## src/rtl/tomasulo_regfile.sv

```systemverilog
// Architectural register file with a Tomasulo register-status table (busy bit + producer ROB tag per register).
// Reads are combinational with a commit-to-read bypass; commits, renames and flushes update state on the clock edge.
module tomasulo_regfile #(
    parameter int XLEN  = 32,
    parameter int NREG  = 32,
    parameter int AW    = $clog2(NREG),
    parameter int TAG_W = 4,
    parameter int NRD   = 2,
    parameter int NCMT  = 2
) (
    input  logic                  clk,
    input  logic                  reset_n,
    input  logic [NRD*AW-1:0]     rd_addr,
    output logic [NRD*XLEN-1:0]   rd_data,
    output logic [NRD-1:0]        rd_busy,
    output logic [NRD*TAG_W-1:0]  rd_tag,
    input  logic                  ren_en,
    input  logic [AW-1:0]         ren_addr,
    input  logic [TAG_W-1:0]      ren_tag,
    input  logic [NCMT-1:0]       cmt_en,
    input  logic [NCMT*AW-1:0]    cmt_addr,
    input  logic [NCMT*TAG_W-1:0] cmt_tag,
    input  logic [NCMT*XLEN-1:0]  cmt_data,
    input  logic                  flush,
    output logic [NREG-1:0]       busy_vec
);

    logic [XLEN-1:0]  value_q [NREG];
    logic [TAG_W-1:0] tag_q   [NREG];
    logic [NREG-1:0]  busy_q;

    logic [NREG-1:0]  wr_hit;
    logic [XLEN-1:0]  wr_data [NREG];
    logic [TAG_W-1:0] wr_tag  [NREG];

    logic [AW-1:0]    ra;
    logic             bp_hit;
    logic [XLEN-1:0]  bp_data;
    logic [TAG_W-1:0] bp_tag;

    // Per-register commit winner: ports scanned in ascending order so the youngest enabled port wins.
    always_comb begin
        for (int r = 0; r < NREG; r++) begin
            wr_hit[r]  = 1'b0;
            wr_data[r] = '0;
            wr_tag[r]  = '0;
            for (int j = 0; j < NCMT; j++) begin
                if (cmt_en[j] && cmt_addr[j*AW +: AW] == AW'(r)) begin
                    wr_hit[r]  = 1'b1;
                    wr_data[r] = cmt_data[j*XLEN +: XLEN];
                    wr_tag[r]  = cmt_tag[j*TAG_W +: TAG_W];
                end
            end
        end
        wr_hit[0] = 1'b0;
    end

    // Register 0 is never written after reset, so it stays value 0, not busy, tag 0.
    always_ff @(posedge clk or negedge reset_n) begin
        if (!reset_n) begin
            busy_q <= '0;
            for (int r = 0; r < NREG; r++) begin
                value_q[r] <= '0;
                tag_q[r]   <= '0;
            end
        end else begin
            for (int r = 1; r < NREG; r++) begin
                if (wr_hit[r])
                    value_q[r] <= wr_data[r];
                if (flush) begin
                    busy_q[r] <= 1'b0;
                end else if (ren_en && ren_addr == AW'(r)) begin
                    busy_q[r] <= 1'b1;
                    tag_q[r]  <= ren_tag;
                end else if (wr_hit[r] && busy_q[r] && tag_q[r] == wr_tag[r]) begin
                    busy_q[r] <= 1'b0;
                end
            end
        end
    end

    // Read ports see committing values this cycle but not a same-cycle rename.
    always_comb begin
        rd_data = '0;
        rd_busy = '0;
        rd_tag  = '0;
        ra      = '0;
        bp_hit  = 1'b0;
        bp_data = '0;
        bp_tag  = '0;
        for (int i = 0; i < NRD; i++) begin
            ra      = rd_addr[i*AW +: AW];
            bp_hit  = 1'b0;
            bp_data = '0;
            bp_tag  = '0;
            for (int j = 0; j < NCMT; j++) begin
                if (cmt_en[j] && cmt_addr[j*AW +: AW] == ra) begin
                    bp_hit  = 1'b1;
                    bp_data = cmt_data[j*XLEN +: XLEN];
                    bp_tag  = cmt_tag[j*TAG_W +: TAG_W];
                end
            end
            if (reset_n && ra != '0) begin
                rd_data[i*XLEN +: XLEN]   = bp_hit ? bp_data : value_q[ra];
                rd_busy[i]                = busy_q[ra] && !(bp_hit && bp_tag == tag_q[ra]);
                rd_tag[i*TAG_W +: TAG_W]  = tag_q[ra];
            end
        end
    end

    assign busy_vec = busy_q;

endmodule

```

## config.mk

```make
export PLATFORM = sky130hd
export DESIGN_NAME = tomasulo_regfile
export DESIGN_NICKNAME = d
export VERILOG_FILES = /design/src/rtl/tomasulo_regfile.sv
export SDC_FILE = /design/constraint.sdc
export NUM_CORES = 2
export LEC_CHECK = 0
export CAP_MARGIN = 40
export CORE_ASPECT_RATIO = 1.5
export CORE_MARGIN = 2
export CORE_UTILIZATION = 45
export DETAILED_ROUTE_END_ITERATION = 8
export GPL_ROUTABILITY_DRIVEN = 1
export SYNTH_ARGS = -nofsm -noshare
export SYNTH_HDL_FRONTEND = slang
export SYNTH_SLANG_ARGS = --single-unit
```

## constraint.sdc

```tcl
create_clock -name clk -period 3.5 [get_ports clk]
set_clock_uncertainty 0.1 [all_clocks]
set_input_delay 0.7 -clock clk [delete_from_list [all_inputs] [get_ports clk]]
set_output_delay 0.7 -clock clk [all_outputs]
set_load 0.02 [all_outputs]
```

==> flow_metrics.py <==
metrics = {
    "sta": {
        "min_period_over_period_pct": 119.5,
        "max_slew_margin_pct": 23.87,
        "rsz0062_at_grt": "yes",
        "whs_ns": 0.4582,
        "fin_ws_ns": -0.6829,
        "slew_violations": 0,
        "finalHoldViolations": 0,
        "worst_pin_slew_ns": 1.142,
        "setup_violations": 73,
        "fmax_mhz": 239.1,
        "fin_crit_ns": 4.183,
    },
    "clock_network": {
        "clkTransAtPathRegs_ns": 0.07,
        "root_buffer": "clkbuf_16",
        "clock-sinks": 1147,
        "cts_buffer_depth": 3,
        "cts_tree": "done",
        "cts_buffers": 118,
        "h-tree-depth": 3,
        "clk_latency_ns": 0.83,
    },
    "setup_path": {
        "path_class": "reg -> out",
        "crit_fanout": 3,
        "worstReg2RegStart": "tag_q[24]",
        "slowest_stage": "dfrtp_1",
        "path_cells": "buf_4, mux2_2, a221oi_4, o22ai_2, o22a_1, xnor2_1, a22o_1, a311oi_2, buf_4",
        "reg2reg_to": "busy_vec[25]",
        "r2r_cells": 5,
        "critPathRequiredTime_ns": 2.70,
        "cpPeakStageDelay_ns": 0.43,
        "cp_num_buf_inv": 2,
        "cp_common_cell": "buf_4",
        "rrSetupSlack_ns": 1.68,
        "end_kind": "output port",
        "cp_top_family": "compound AO/OA/AOI/OAI gates",
        "start_kind": "register",
        "cp.arrival_ns": 3.38,
    },
    "run_status": {
        "violations": "negative setup slack",
        "status": "complete, but fails checks",
    },
    "min_path": {
        "hp-class": "reg -> reg",
        "worstHoldStart": "value_q[108]",
        "holdPathEnd": "value_q[108]",
        "hold_path_depth": 2,
    },
    "routing": {
        "wirelength_um": 366600,
        "firstDrtPassIters": 6,
        "drt-initial-drc-count": 10460,
        "vias": 71710,
        "drcViolationCount": 0,
        "post_drt_via_cell_ratio": 6.822,
        "wl_per_cell_um": 34.88,
        "ant_nets": 0,
    },
    "synthesis": {
        "synthesis.area_sq_mm": 0.07575,
        "yosysWarnings": 37,
        "synth-edff-count": 0,
        "postSynthNetCount": 7698,
        "async_reset_ff_share_pct": 100.0,
        "yosysUniqueCellTypes": 81,
        "yosysSeqAreaShare_pct": 37.89,
        "syn_avg_cell_area_sq_um": 9.979,
        "synth_seq_cells": 1147,
        "synthCells": 7591,
        "ys.flop_type": "dfrtp_1",
    },
    "layout": {
        "nets": 8290,
        "final_cell_mix": "1151 x mux2i_1, 1144 x dfrtp_1, 782 x buf_4",
        "finalNonFillerCells": 10510,
        "drive_gt1_share_pct": 30.99,
        "final_util_pct": 57.88,
        "final_common_cell": "mux2i_1",
        "synthToLayoutAreaGrowth_pct": 27.89,
    },
    "pwr": {
        "peakVddDrop_v": 0.0004615,
        "power_uw": 47420,
        "power_density_mw_per_mm2": 489.5,
        "p_leak_uw": 0.04225,
    },
    "placement": {
        "placedCellCount": 10010,
        "place_ws_ns": -1.149,
        "gp_congestion": 1.002,
        "place_hpwl_um": 223400,
        "io_buffers": 211,
    },
    "floorplanning": {
        "core_sq_mm": 0.1674,
        "dieArea_sq_mm": 0.1717,
        "num_rows": 184,
        "die_y_um": 506.5,
        "ios": 213,
        "start_util_pct": 45.26,
        "fp.dieW_um": 339,
    },
    "global_route": {
        "grt_pass1_vias": 69640,
        "grt_pass1_wl_um": 512800,
        "grt_overflow": 0,
        "antenna_found_initial": 14,
        "groute.usage.overall_pct": 41.53,
        "grt_max_degree": 160,
    },
    "flow_run": {
        "maxCapViolations": 0,
    },
}
## through the flow
step / TNS [ns] / area [sq um]
CTS: -18.07 / 94800
finish: -23.63 / 96880
detailed placement: -58.80 / 86160
global route: -26.21 / 96870
global placement: -58.68 / 85990
floorplan: -0.09486 / 75800
## power by group
part           internal, uW  switching, uW
combinational          7640           7000
clock                  7320           5990
sequential            16500           2930
## registers in the layout, indices dropped and copies added (netlist names)
register  flops
value_q     992
tag_q       124
busy_vec     31
## final cells by class
cell class,count,area [sq um]
antenna,8,20.02
clock inverter,36,431.7
clock buffer,172,3458
sequential,1147,28710
timing repair buffer,1395,15690
fill,13910,70490
multi-input combinational,5502,45700
tap,2232,2793
inverter,19,76.32
## worst min-delay path, stage by stage, from the launching register on
cell and delay (ns):
dfrtp_1 0.36, nor2_1 0.05, a21oi_1 0.10
## cell usage after synthesis (all sizes together) (5+ instances only)
cell	n	area, sq um
nor4	13	81.33
nor2	767	2899
buf	321	1715
o211a	11	110.1
o221ai	90	788.3
and3	5	31.28
nand3	46	230.2
a221o	14	140.1
or4	6	45.04
mux4	453	10220
a32oi	10	87.58
nand2b	18	112.6
nand4	12	75.07
a311oi	16	140.1
or2	18	112.6
nor2b	14	87.58
dfrtp	1147	28700
a22oi	44	330.3
xnor2	76	665.6
a31o	14	122.6
nor3	35	185.2
a221oi	49	429.2
a211oi	9	82.58
o21a	17	127.6
o22ai	61	394.1
mux2	192	2162
o31ai	15	112.6
a31oi	154	963.4
xor2	48	420.4
mux2i	1179	11800
inv	16	60.06
o211ai	18	135.1
clkbuf	602	2260
a22o	37	324.1
o21ai	533	2668
nand2	810	3048
a311o	8	80.08
and2	7	43.79
a21oi	648	3243
## logic make-up after synthesis
logic type      Yosys count  synth area share, %
other cells               1             0.004950
compound gates         1773                13.86
simple gates           1780                9.535
mux                    1824                31.93
xor+xnor                124                1.434
buf+inv                 942                5.342
flops                  1147                37.89
## metal layers
layer	vias to the layer above	global-route usage (%)	wire, um
met2	5654	60.28	156000
li1	28900	-	-
met1	35340	50.27	126500
met4	14	35.12	37460
met5	-	0	103
met3	1805	13.06	46530
## how the worst max path moves through the flow
stage               cells after the start  startpoint          end  slack [ns]
global placement                       10  rd_addr[0]  rd_data[19]       -1.16
detailed placement                     10  rd_addr[0]  rd_data[19]       -1.15
floorplan                              12  rd_addr[5]   rd_busy[1]       -0.09
global route                           15  rd_addr[5]   rd_busy[1]       -0.73
CTS                                     9   tag_q[71]   rd_busy[1]       -0.76
finish                                  9  tag_q[123]   rd_busy[1]       -0.68
## timing repair
item / 4_1_cts / 5_1_grt
pin swaps: 147 / 212
gates cloned: 24 / 10
endpoints found under the hold margin: 26 / 0
hold buffers: 1 / 0
setup buffers: 197 / 96
gates resized for setup: 855 / 342
endpoints found under the setup margin: 74 / 74
No activity file was read; power rests on OpenSTA's default activity.
